**config.mk**
```make
export PLATFORM = sky130hd
export DESIGN_NAME = mem_port_arbiter
export DESIGN_NICKNAME = d
export VERILOG_FILES = /design/src/rtl/mem_arb_pkg.sv /design/src/rtl/mem_arb_watchdog.sv /design/src/rtl/mem_port_arbiter.sv
export SDC_FILE = /design/constraint.sdc
export NUM_CORES = 1
export LEC_CHECK = 0
export BUFFER_PORTS_ARGS = -buffer_cell sky130_fd_sc_hd__buf_2
export CAP_MARGIN = 20
export CORE_ASPECT_RATIO = 0.5
export CORE_UTILIZATION = 43
export DETAILED_ROUTE_END_ITERATION = 7
export GPL_TIMING_DRIVEN = 0
export HOLD_SLACK_MARGIN = 0.12
export PLACE_DENSITY = 0.77
export SYNTH_ARGS = -nofsm -noshare
export SYNTH_HDL_FRONTEND = slang
export SYNTH_SLANG_ARGS = --single-unit
```
**constraint.sdc**
```tcl
create_clock -name CLK -period 1.9 [get_ports CLK]
set_input_delay 0.095 -clock CLK [delete_from_list [all_inputs] [get_ports CLK]]
set_output_delay 0.095 -clock CLK [all_outputs]
set_load 0.05 [all_outputs]
```
**src/rtl/mem_arb_pkg.sv**
```systemverilog
// Shared types and constants for the fetch/data memory port arbiter.
package mem_arb_pkg;

    localparam int unsigned XLEN   = 32;
    localparam int unsigned TYPE_W = 3;
    localparam int unsigned WDOG_W = 8;

    localparam logic [WDOG_W-1:0] WDOG_MAX  = 8'd255;
    localparam logic [XLEN-1:0]   NOP_INSTR = 32'h0000_0013;

    // Transfer size encodings (func3), passed through to the memory controller
    localparam logic [TYPE_W-1:0] MEM_LB  = 3'b000;
    localparam logic [TYPE_W-1:0] MEM_LH  = 3'b001;
    localparam logic [TYPE_W-1:0] MEM_LW  = 3'b010;
    localparam logic [TYPE_W-1:0] MEM_LBU = 3'b100;
    localparam logic [TYPE_W-1:0] MEM_LHU = 3'b101;

    typedef enum logic [1:0] {
        IDLE  = 2'd0,
        FETCH = 2'd1,
        DATA  = 2'd2
    } arb_state_e;

    // One memory command as presented on the mem_* port
    typedef struct packed {
        logic              we;
        logic [XLEN-1:0]   addr;
        logic [XLEN-1:0]   wdata;
        logic [TYPE_W-1:0] mtype;
    } mem_cmd_t;

endpackage

```
**src/rtl/mem_arb_watchdog.sv**
```systemverilog
// Counts cycles an issued access waits for ack; flags expiry at WDOG_MAX.
module mem_arb_watchdog
    import mem_arb_pkg::*;
(
    input  logic clk,
    input  logic rst,
    input  logic clear,
    input  logic enable,
    output logic expire_c
);

    logic [WDOG_W-1:0] count;

    // Wait-cycle counter, restarted whenever no access is outstanding or it is acked
    always_ff @(posedge clk) begin
        if (rst || clear) begin
            count <= '0;
        end else if (enable) begin
            count <= count + WDOG_W'(1);
        end
    end

    assign expire_c = enable && !clear && (count == WDOG_MAX);

endmodule

```
**src/rtl/mem_port_arbiter.sv**
```systemverilog
// Shares one single-ported memory between instruction fetch and data access.
// Build option: MEM_ARB_ROUND_ROBIN_EN selects round-robin arbitration from IDLE;
// without it, data always wins a simultaneous request.
module mem_port_arbiter
    import mem_arb_pkg::*;
(
    input  logic                CLK,
    input  logic                Reset,
    input  logic                if_req,
    input  logic [XLEN-1:0]     if_addr,
    output logic [XLEN-1:0]     if_rdata,
    output logic                if_ready,
    input  logic                d_rd_en,
    input  logic                d_wr_en,
    input  logic [XLEN-1:0]     d_addr,
    input  logic [XLEN-1:0]     d_wdata,
    input  logic [TYPE_W-1:0]   d_type,
    output logic [XLEN-1:0]     d_rdata,
    output logic                d_ready,
    output logic                mem_req,
    output logic                mem_we,
    output logic [XLEN-1:0]     mem_addr,
    output logic [XLEN-1:0]     mem_wdata,
    output logic [TYPE_W-1:0]   mem_type,
    input  logic [XLEN-1:0]     mem_rdata,
    input  logic                mem_ack,
    output logic                cpu_stall,
    output logic                mem_err
);

    arb_state_e        state_q, state_d;
    mem_cmd_t          cmd_q, cmd_d;
    mem_cmd_t          if_cmd_c, d_cmd_c;
    logic              req_d;
    logic [XLEN-1:0]   if_rdata_d, d_rdata_d;
    logic              if_ready_d, d_ready_d, err_d;
    logic              pend_if_c, pend_d_c, busy_c, acked_c;
    logic              data_wins_c, grant_if_c, grant_d_c;
    logic              wd_clear_c, wd_en_c, wd_expire_c;

    // A side whose ready is showing this cycle is finished, not pending
    assign pend_if_c = if_req & ~if_ready;
    assign pend_d_c  = (d_rd_en | d_wr_en) & ~d_ready;
    assign cpu_stall = pend_if_c | pend_d_c;

    assign busy_c  = (state_q != IDLE);
    assign acked_c = busy_c & mem_req & mem_ack;

    assign if_cmd_c = '{we: 1'b0, addr: if_addr, wdata: '0, mtype: MEM_LW};
    assign d_cmd_c  = '{we: d_wr_en, addr: d_addr, wdata: d_wdata, mtype: d_type};

    assign mem_we    = cmd_q.we;
    assign mem_addr  = cmd_q.addr;
    assign mem_wdata = cmd_q.wdata;
    assign mem_type  = cmd_q.mtype;

    assign wd_en_c    = busy_c & mem_req;
    assign wd_clear_c = ~wd_en_c | mem_ack;

    mem_arb_watchdog u_watchdog (
        .clk      (CLK),
        .rst      (Reset),
        .clear    (wd_clear_c),
        .enable   (wd_en_c),
        .expire_c (wd_expire_c)
    );

`ifdef MEM_ARB_ROUND_ROBIN_EN
    logic rr_data_first;

    // Last-grant pointer: the side not granted most recently wins the next tie
    always_ff @(posedge CLK) begin
        if (Reset) begin
            rr_data_first <= 1'b1;
        end else if (grant_if_c) begin
            rr_data_first <= 1'b1;
        end else if (grant_d_c) begin
            rr_data_first <= 1'b0;
        end
    end

    assign data_wins_c = ~pend_if_c | rr_data_first;
`else
    assign data_wins_c = 1'b1;
`endif

    // Next-state, command and response logic
    always_comb begin
        state_d    = state_q;
        cmd_d      = cmd_q;
        req_d      = mem_req;
        if_rdata_d = if_rdata;
        d_rdata_d  = d_rdata;
        if_ready_d = 1'b0;
        d_ready_d  = 1'b0;
        err_d      = 1'b0;
        grant_if_c = 1'b0;
        grant_d_c  = 1'b0;

        unique case (state_q)
            IDLE: begin
                if (pend_d_c && data_wins_c) begin
                    grant_d_c = 1'b1;
                end else if (pend_if_c) begin
                    grant_if_c = 1'b1;
                end
                if (grant_d_c) begin
                    cmd_d   = d_cmd_c;
                    req_d   = 1'b1;
                    state_d = DATA;
                end else if (grant_if_c) begin
                    cmd_d   = if_cmd_c;
                    req_d   = 1'b1;
                    state_d = FETCH;
                end
            end
            FETCH, DATA: begin
                if (!mem_req) begin
                    // Turnaround cycle after a back-to-back handover
                    req_d = 1'b1;
                end else if (acked_c || wd_expire_c) begin
                    req_d   = 1'b0;
                    err_d   = wd_expire_c;
                    state_d = IDLE;
                    if (state_q == FETCH) begin
                        if_ready_d = 1'b1;
                        if_rdata_d = acked_c ? mem_rdata : NOP_INSTR;
                        if (acked_c && pend_d_c) begin
                            grant_d_c = 1'b1;
                            cmd_d     = d_cmd_c;
                            state_d   = DATA;
                        end
                    end else begin
                        d_ready_d = 1'b1;
                        d_rdata_d = acked_c ? mem_rdata : NOP_INSTR;
                        if (acked_c && pend_if_c) begin
                            grant_if_c = 1'b1;
                            cmd_d      = if_cmd_c;
                            state_d    = FETCH;
                        end
                    end
                end
            end
            default: begin
                req_d   = 1'b0;
                state_d = IDLE;
            end
        endcase
    end

    // State and registered outputs
    always_ff @(posedge CLK) begin
        if (Reset) begin
            state_q  <= IDLE;
            cmd_q    <= '0;
            mem_req  <= 1'b0;
            if_rdata <= '0;
            d_rdata  <= '0;
            if_ready <= 1'b0;
            d_ready  <= 1'b0;
            mem_err  <= 1'b0;
        end else begin
            state_q  <= state_d;
            cmd_q    <= cmd_d;
            mem_req  <= req_d;
            if_rdata <= if_rdata_d;
            d_rdata  <= d_rdata_d;
            if_ready <= if_ready_d;
            d_ready  <= d_ready_d;
            mem_err  <= err_d;
        end
    end

endmodule

```
==> results of run 1 <==
metrics by stage:
step	setup TNS, ns	cell area (µm²)	hold slack (ns)	setup slack (ns)
floorplan	0	6140	0.220	0.00127
global placement	-25.61	7740	0.323	-0.365
detailed placement	-29.31	7740	0.325	-0.406
CTS	-0.263	10000	0.196	-0.0340
global route	-6.80	10400	0.229	-0.211
finish	-3.65	10400	0.215	-0.177
worst register-to-register path: cells and delay by family (launching register included):
| kind | cells | cell delay, ns |
|---|---|---|
| fa+ha+maj | 1 | 0.18 |
| flops | 1 | 0.37 |
| buf+inv | 4 | 0.67 |
| compound gates | 3 | 0.78 |
where the power goes:
group          total (mW)  switching, mW  internal [mW]
Combinational        9.19           5.88           3.31
Sequential           4.17          0.434           3.73
Clock                3.39           1.52           1.88
Total                16.8           7.83           8.92
routing by layer:
layer	vias up	part of all wire, %	GRT usage (%)
li1	3257	-	-
met1	3547	39	36.6
met2	539	47	53.3
met3	175	7.7	7.01
met4	0	6.2	18.2
met5	-	0	0
area by class of cell:
class / count / area [µm²]
clock buffer: 17 / 425
clock inverter: 15 / 161
fill: 896 / 3270
tap: 192 / 240
inverter: 8 / 32.5
timing repair buffer: 435 / 3040
sequential: 146 / 2940
buffer: 65 / 418
multi-input combinational: 368 / 3140
what timing repair did:
| action | CTS | global route |
|---|---|---|
| gates resized for setup | 60 | 90 |
| buffers inserted | 19 | 6 |
| pin swaps | 6 | 34 |
| endpoints found under the hold margin | 132 | 0 |
| cloned | 3 | 4 |
| endpoints found under the setup margin | 138 | 117 |
| hold buffers | 132 | 0 |
worst paths after layout:
check	start	endpoint	slack (ns)
max	state_q[1]	mem_addr[20]	-0.18
min reg2reg	u_watchdog.count[0]	u_watchdog.count[0]	0.45
max reg2reg	state_q[1]	mem_addr[20]	-0.18
min	mem_ack	state_q[1]	0.22
cell usage in the layout, fill, tap and decap left out, drive strengths merged, types with 4 or more instances in the layout:
| master | synthesis | final |
|---|---|---|
| clkinv | 1 | 4 |
| mux2i | 34 | 34 |
| clkbuf | 50 | 64 |
| o311a | 35 | 35 |
| inv | 7 | 18 |
| buf | 23 | 321 |
| ha | 5 | 5 |
| a21oi | 30 | 30 |
| nor2 | 13 | 13 |
| o221a | 6 | 6 |
| o21ai | 4 | 4 |
| a211oi | 32 | 32 |
| dlygate4sd3 | 0 | 132 |
| nor3 | 5 | 5 |
| a31oi | 35 | 35 |
| dfxtp | 146 | 146 |
| a41o | 35 | 35 |
| o31ai | 30 | 30 |
| nand2 | 36 | 36 |
| nand4 | 4 | 4 |
| a22o | 29 | 29 |
| xor2 | 4 | 4 |
state kept, by name, indices dropped and copies added (netlist names):
register,count
d_rdata,32
if_rdata,32
mem_addr,32
mem_wdata,32
u_watchdog.count,8
mem_type,3
state_q,2
d_ready,1
if_ready,1
mem_err,1
mem_req,1
mem_we,1
cell families (layout without fill, tap and decap cells):
group           count (synthesis)  after routing  synth area share (%)
flops                         146            146                  48.1
simple gates                   77             77                  6.18
xor+xnor                        6              6                 0.865
mux                            35             35                  5.79
buf+inv                        81            540                  5.62
compound gates                245            245                  32.4
fa+ha+maj                       5              5                  1.03
==> results.py, run 1 <==
metrics = {
    "global_route": {
        "grt_pass1_wl_um": 36200,
        "antenna_found_initial": 0,
        "grt_usage_pct": 31.3,
        "grt_start_max_net_pins": 17,
        "grt_pass1_vias": 7051,
        "grt_overflow_total": 0,
    },
    "timing": {
        "fin_ws_ns": -0.177,
        "setup-violations-final": 67,
        "finClkSkew_ns": 0.0107,
        "clock.fmax_mhz": 481,
        "slew_headroom_pct": 41.0,
        "drv_slew": 0,
        "rsz0062_at_grt": "yes",
        "finalHoldViolations": 0,
        "post-route-period-util_pct": 109,
        "worstMarginPinSlew_ns": 0.886,
        "fin_crit_ns": 2.08,
    },
    "detailed_routing": {
        "via_count": 7518,
        "vias_per_cell": 6.03,
        "wire_per_inst_um": 20.8,
        "drt_iter0_drc": 772,
        "routed_wl_um": 25900,
        "drc": 0,
        "firstDrtPassIters": 5,
        "drtAntennaViolNets": 0,
    },
    "setup_path": {
        "crit_chain": "inv_4 > ha_4 > buf_4 > buf_4 > a31oi_4 > buf_2 > a31oi_2 > a211oi_4",
        "crit_family": "compound AO/OA/AOI/OAI gates",
        "slowest_stage": "dfxtp_2",
        "cpPeakStageDelay_ns": 0.37,
        "cp.required_ns": 2.23,
        "path_buf_inv": 4,
        "worstRegToRegCells": 8,
        "worstSetupPathType": "reg -> reg",
        "critPathArrivalTime_ns": 2.40,
        "crit_path_frequent_cell": "buf_4",
        "cp_max_fo": 10,
        "critPathCaptureType": "flip-flop",
        "crit_path_start_kind": "flip-flop",
        "cp.depth": 8,
    },
    "floorplanning": {
        "io_pins": 274,
        "dieArea_um2": 14600,
        "rows": 30,
        "die_w_um": 170,
        "initial_core_util_pct": 44.5,
        "coreArea_um2": 13700,
        "die_h_um": 86.0,
    },
    "yosys": {
        "seq_area_frac_synth_pct": 48.1,
        "synthesis.nets": 737,
        "yosys-top-cells-area": "dfxtp_1 (48%), a41o_1 (5.8%), o311a_1 (5.8%)",
        "ys_top_cells_by_count": "dfxtp_1 (146), clkbuf_1 (50), nand2_1 (36)",
        "ys_async_sr_fraction_pct": 0,
        "netlist_area_um2": 6070,
        "yosys.area.top_type": "dfxtp_1",
        "yosys.area.top_type_share_pct": 48.1,
        "synth_most_common_cell": "dfxtp_1",
        "ys.flop_type": "dfxtp_1",
        "ys_ff_latch": 146,
        "syn_avg_cell_area_um2": 10.2,
        "synth_cell_types": 47,
        "synth_cells": 595,
        "synth_edf_count": 0,
        "ys_warn_count": 0,
    },
    "placement": {
        "dp.cells": 1059,
        "portBuffers": 272,
        "gp_congestion": 0.806,
        "dp_hpwl_um": 13500,
    },
    "min_path": {
        "min_path_type": "in -> reg",
        "min_path_cells": 3,
    },
    "clock_tree": {
        "cts_buffers": 17,
        "cts_max_level": 4,
        "root_buffer": "clkbuf_16",
        "clk_pin_slew_ns": 0.07,
        "cts_tree": "yes",
        "clock_path_buffers": 2,
        "clock_latency_ns": 0.42,
        "clock_sinks": 146,
    },
    "final_layout": {
        "fin_nets": 1183,
        "drive_gt1_share_pct": 43.0,
        "final_util_pct": 76.1,
        "syn_to_final_growth_pct": 71.1,
        "final_cells": 1246,
        "antenna_cells": 0,
    },
    "pwr": {
        "cellPowerDensity_nw_per_um2": 1610,
        "vdd_drop_max_mv": 1.07,
        "leakage_nw": 5.12,
        "power_mw": 16.8,
    },
    "status": {
        "violations": "negative setup slack",
        "outcome": "finished with violations",
    },
    "job": {
        "cap_viol_max_count": 0,
    },
}
No activity file was read; power rests on OpenSTA's default activity.
==> inputs of run 2 (changes only) <==
--- a/config.mk
+++ b/config.mk
@@ -10,7 +10,6 @@
 export CORE_ASPECT_RATIO = 0.5
 export CORE_UTILIZATION = 43
 export DETAILED_ROUTE_END_ITERATION = 7
-export GPL_TIMING_DRIVEN = 0
 export HOLD_SLACK_MARGIN = 0.12
 export PLACE_DENSITY = 0.77
 export SYNTH_ARGS = -nofsm -noshare
==> results.py, run 2 (same netlist as run 1, synthesis figures left out) <==
metrics = {
    "status": {
        "outcome": "finished with violations",
        "violations": "negative setup slack",
    },
    "floorplanning": {
        "coreArea_um2": 13700,
        "die_w_um": 170,
        "dieArea_um2": 14600,
        "rows": 30,
        "io_pins": 274,
        "initial_core_util_pct": 44.5,
        "die_h_um": 86.0,
    },
    "placement": {
        "dp_hpwl_um": 11900,
        "portBuffers": 273,
        "gp_congestion": 0.833,
    },
    "global_route": {
        "grt_pass1_wl_um": 33400,
        "use_met1_pct": 32.1,
        "use_met3_pct": 7.25,
        "grt_busiest_layer": "met2",
        "gr-usage-met2_pct": 50.3,
        "antenna_found_initial": 0,
        "grt_start_max_net_pins": 77,
        "grt_pass1_vias": 6698,
        "grt_usage_pct": 28.6,
        "grt_overflow_total": 0,
    },
    "setup_path": {
        "cp_max_fo": 12,
        "critPathArrivalTime_ns": 2.32,
        "critPathCaptureType": "flip-flop",
        "rr_startpoint": "state_q[1]",
        "r2r_end": "mem_addr[20]",
        "r2r_slack_ns": -0.12,
        "crit_path_start_kind": "flip-flop",
        "worstSetupPathType": "reg -> reg",
        "cp.required_ns": 2.20,
        "critPathLaunch": "state_q[1]",
        "worstRegToRegCells": 7,
    },
    "timing": {
        "worstMarginPinSlew_ns": 0.610,
        "drv_slew": 0,
        "post-route-period-util_pct": 106,
        "rsz0062_at_grt": "yes",
        "finalHoldViolations": 0,
        "finClkSkew_ns": 0.0163,
        "whs_ns": 0.197,
        "clock.fmax_mhz": 495,
        "slew_headroom_pct": 59.0,
        "fin_crit_ns": 2.02,
        "fin_ws_ns": -0.120,
        "setup-violations-final": 20,
    },
    "clock_tree": {
        "clock_sinks": 146,
        "cts_buffers": 17,
        "clock_latency_ns": 0.42,
        "clk_pin_slew_ns": 0.07,
        "cts_max_level": 4,
        "cts_tree": "yes",
        "clock_path_buffers": 2,
        "root_buffer": "clkbuf_16",
    },
    "min_path": {
        "hold_end": "u_watchdog.count[0]",
        "min_path_cells": 3,
        "hp-start": "mem_ack",
        "min_path_type": "in -> reg",
    },
    "detailed_routing": {
        "firstDrtPassIters": 5,
        "vias_per_cell": 5.87,
        "drt_iter0_drc": 534,
        "drtAntennaViolNets": 0,
        "drc": 0,
        "via_count": 6997,
        "wire_per_inst_um": 19.5,
        "routed_wl_um": 23200,
    },
    "final_layout": {
        "syn_to_final_growth_pct": 64.2,
        "final_util_pct": 73.0,
        "nFillCells": 882,
        "final_cell_mix": "buf_2 (273), dfxtp_1 (141), dlygate4sd3_1 (133)",
        "antenna_cells": 0,
        "layout_commonest_cell": "buf_2",
        "drive_gt1_share_pct": 38.3,
        "fin_nets": 1129,
    },
    "job": {
        "cap_viol_max_count": 0,
    },
    "pwr": {
        "leakage_nw": 4.98,
        "vdd_drop_max_mv": 0.931,
        "cellPowerDensity_nw_per_um2": 1550,
    },
}
[run 2: cell types whose count changed in the layout (fill, tap and decap cells not counted), moves of 9 or more]
cell	previous run	this run
a211oi_1	9	31
a211oi_2	21	1
clkbuf_1	20	0
buf_4	26	17
buf_12	1	14
clkbuf_2	13	0
clkbuf_4	10	0
[run 2: cell type report]
| cell class | count | area, µm² | area share [%] |
|---|---|---|---|
| inverters | 8 | 30.0 | 0.301 |
| clock buffers | 17 | 425 | 4.27 |
| clock inverters | 15 | 158 | 1.58 |
| repair buffers | 446 | 3280 | 32.8 |
| flip-flops and latches | 146 | 2930 | 29.4 |
| multi-input cells | 368 | 2920 | 29.2 |
| well taps | 192 | 240 | 2.41 |
[run 2: metrics by stage]
| step | area, µm² | instances | total power [mW] | TNS (ns) | setup WS (ns) |
|---|---|---|---|---|---|
| floorplan | 6140 | 595 | 9.19 | 0 | 0.00127 |
| global placement | 7850 | 1019 | 11.0 | 0 | 0.0756 |
| detailed placement | 7850 | 1019 | 11.1 | 0 | 0.0398 |
| CTS | 9770 | 1184 | 14.7 | 0 | 0.0191 |
| global route | 9970 | 1192 | 16.0 | -3.54 | -0.174 |
| finish | 9970 | 1192 | 15.4 | -0.613 | -0.120 |
[run 2: layer usage]
layer  up-vias  share of wire (%)
met3       110                7.0
met4         0                4.3
met1      3366                 39
li1       3136                  -
met2       385                 49
met5         -                  0
[run 2: power by group]
part | switching (mW) | leakage (nW) | internal (mW)
Clock | 1.48 | 0.288 | 1.87
Combinational | 5.24 | 3.50 | 2.69
Sequential | 0.400 | 1.19 | 3.73
[run 2: worst max-delay path by stage]
| stage | depth (start not counted) | slack (ns) | to |
|---|---|---|---|
| 3_5_place_dp | 7 | 0.04 | mem_type[0] |
| 2_1_floorplan | 9 | 0.001 | mem_wdata[10] |
| 3_3_place_gp | 7 | 0.08 | mem_wdata[25] |
| 5_1_grt | 7 | -0.17 | mem_addr[20] |
| 6_report | 7 | -0.12 | mem_addr[20] |
| 4_1_cts | 7 | 0.02 | mem_wdata[28] |
[run 2: worst max-delay path, cell delays in order, from the launching register on]
cell and delay (ns):
dfxtp_2 0.36, inv_2 0.08, ha_4 0.26, buf_6 0.13, o21ai_4 0.38, clkbuf_16 0.29
mux2i_1 0.09, a211oi_1 0.31
[run 2: repair_timing]
item                                    in CTS  in global routing
endpoints found under the setup margin       0                 87
buffers inserted                             0                  3
endpoints found under the hold margin      132                  0
gates resized for setup                      0                 17
hold buffers                               133                  0
==> inputs of run 3 (changes only) <==
--- a/config.mk
+++ b/config.mk
@@ -8,10 +8,10 @@
 export BUFFER_PORTS_ARGS = -buffer_cell sky130_fd_sc_hd__buf_2
 export CAP_MARGIN = 20
 export CORE_ASPECT_RATIO = 0.5
-export CORE_UTILIZATION = 43
+export CORE_UTILIZATION = 47
 export DETAILED_ROUTE_END_ITERATION = 7
 export HOLD_SLACK_MARGIN = 0.12
-export PLACE_DENSITY = 0.77
+export PLACE_DENSITY = 0.8
 export SYNTH_ARGS = -nofsm -noshare
 export SYNTH_HDL_FRONTEND = slang
 export SYNTH_SLANG_ARGS = --single-unit
==> constraint.sdc (replaced) <==
create_clock -name CLK -period 2.28 [get_ports CLK]
set_input_delay 0.114 -clock CLK [delete_from_list [all_inputs] [get_ports CLK]]
set_output_delay 0.114 -clock CLK [all_outputs]
set_load 0.05 [all_outputs]
==> results.py, run 3 (same netlist as run 1, synthesis figures left out) <==
metrics = {
    "status": {
        "outcome": "completed",
    },
    "timing": {
        "finClkSkew_ns": 0.00951,
        "fin_ws_ns": 0.130,
        "fin_crit_ns": 2.15,
        "finalHoldViolations": 0,
        "clock.fmax_mhz": 465,
        "worstMarginPinSlew_ns": 0.719,
        "slew_headroom_pct": 52.1,
        "setup-violations-final": 0,
        "drv_slew": 0,
        "setup_tns_ns": 0,
        "post-route-period-util_pct": 94.3,
        "rsz0062_at_grt": "no",
    },
    "clock_tree": {
        "cts_max_level": 4,
        "clock_sinks": 146,
        "root_buffer": "clkbuf_16",
        "clk_pin_slew_ns": 0.06,
        "cts_buffers": 17,
        "clock_latency_ns": 0.41,
        "cts_tree": "yes",
        "clock_path_buffers": 2,
    },
    "min_path": {
        "hp-start": "d_addr[16]",
        "min_path_type": "in -> reg",
    },
    "final_layout": {
        "fin_nets": 1111,
        "final_cell_mix": "buf_2 (273), dfxtp_1 (146), dlygate4sd3_1 (132)",
        "nFillCells": 731,
        "syn_to_final_growth_pct": 56.3,
        "drive_gt1_share_pct": 35.4,
        "layout_commonest_cell": "buf_2",
    },
    "placement": {
        "dp_hpwl_um": 11800,
        "portBuffers": 273,
        "dp_slack_ns": 0.129,
        "gp_congestion": 0.833,
    },
    "detailed_routing": {
        "drt_iter0_drc": 775,
        "drtAntennaViolNets": 0,
        "wire_per_inst_um": 19.4,
        "drc": 0,
        "firstDrtPassIters": 5,
        "routed_wl_um": 22300,
        "vias_per_cell": 6.04,
        "via_count": 6942,
    },
    "floorplanning": {
        "io_pins": 274,
        "initial_core_util_pct": 49.8,
        "rows": 28,
        "coreArea_um2": 12200,
        "die_w_um": 163,
        "dieArea_um2": 13400,
        "die_h_um": 82.4,
    },
    "global_route": {
        "grt_pass1_wl_um": 34100,
        "grt_pass1_vias": 6550,
        "grt_overflow_total": 0,
        "grt_start_max_net_pins": 73,
        "antenna_found_initial": 1,
        "grt_usage_pct": 32.4,
    },
    "setup_path": {
        "critPathLaunch": "state_q[0]",
        "worstSetupPathType": "reg -> reg",
        "crit_path_start_kind": "flip-flop",
        "critPathArrivalTime_ns": 2.45,
        "rr_startpoint": "state_q[0]",
        "critPathCaptureType": "flip-flop",
        "cp_max_fo": 35,
        "cp.required_ns": 2.58,
    },
    "pwr": {
        "leakage_nw": 4.78,
        "vdd_drop_max_mv": 0.868,
        "cellPowerDensity_nw_per_um2": 1260,
    },
    "job": {
        "cap_viol_max_count": 0,
    },
}
[run 3: cell types whose count changed in the layout (fill, tap and decap cells not counted), sizes merged]
cell and delta:
dlygate4sd3 -1, inv -4, bufinv -1, clkbuf -4
clkinv +4, diode +2, buf -12
[run 3: worst paths after layout]
| check | slack, ns | endpoint | depth (start not counted) |
|---|---|---|---|
| setup / recovery | 0.13 | mem_wdata[7] | 7 |
| hold / removal | 0.14 | mem_addr[16] | 3 |
| setup reg to reg | 0.13 | mem_wdata[7] | 7 |
| hold reg to reg | 0.46 | u_watchdog.count[0] | 1 |
[run 3: critical path, stage by stage (launching register included)]
cell	delay [ns]
dfxtp_1	0.38
inv_1	0.09
ha_2	0.23
nand3b_4	0.20
o21a_1	0.23
buf_4	0.26
o311a_1	0.41
a41o_1	0.22
[run 3: area by class of cell]
class                      instances  area [µm²]  share of cell area [%]
tap                              165         206                    2.17
inverter                           8        30.0                   0.316
antenna                            2        5.00                  0.0527
clock inverter                    14         121                    1.28
clock buffer                      18         439                    4.62
multi-input combinational        368        2860                    30.1
timing repair buffer             428        2910                    30.7
sequential                       146        2920                    30.8
[run 3: metal layers]
metal,share of wire (%),track usage (%),vias up,routed length [µm]
met5,0,0,-,0
met4,4.4,19.8,0,992
met3,7.7,7.24,103,1710
met2,49,55.5,445,10900
met1,39,37.9,3289,8700
li1,-,-,3105,-
[run 3: through the flow]
step | hold WS (ns) | cells | util (%) | power [mW] | instance area (µm²)
after global routing | 0.167 | 1148 | 77.9 | 12.4 | 9490
after detailed placement | 0.344 | 982 | 62.3 | 8.96 | 7590
after floorplan | 0.239 | 595 | - | 7.56 | 6070
after global placement | 0.340 | 982 | 62.3 | 8.85 | 7590
after CTS | 0.122 | 1146 | 77.7 | 11.8 | 9470
final | 0.145 | 1149 | 77.9 | 12.0 | 9500
[run 3: power breakdown]
part | switching, mW | internal (mW) | total, mW
sequential | 0.323 | 3.10 | 3.43
combinational | 4.17 | 1.73 | 5.90
clock | 1.17 | 1.46 | 2.63
total | 5.66 | 6.30 | 12.0
[run 3: what timing repair did]
item                                    in CTS  in global routing
hold buffers                               132                  0
endpoints found under the hold margin      135                  0
gates resized for setup                      0                  5
endpoints found under the setup margin       0                 29
buffers inserted                             0                  0
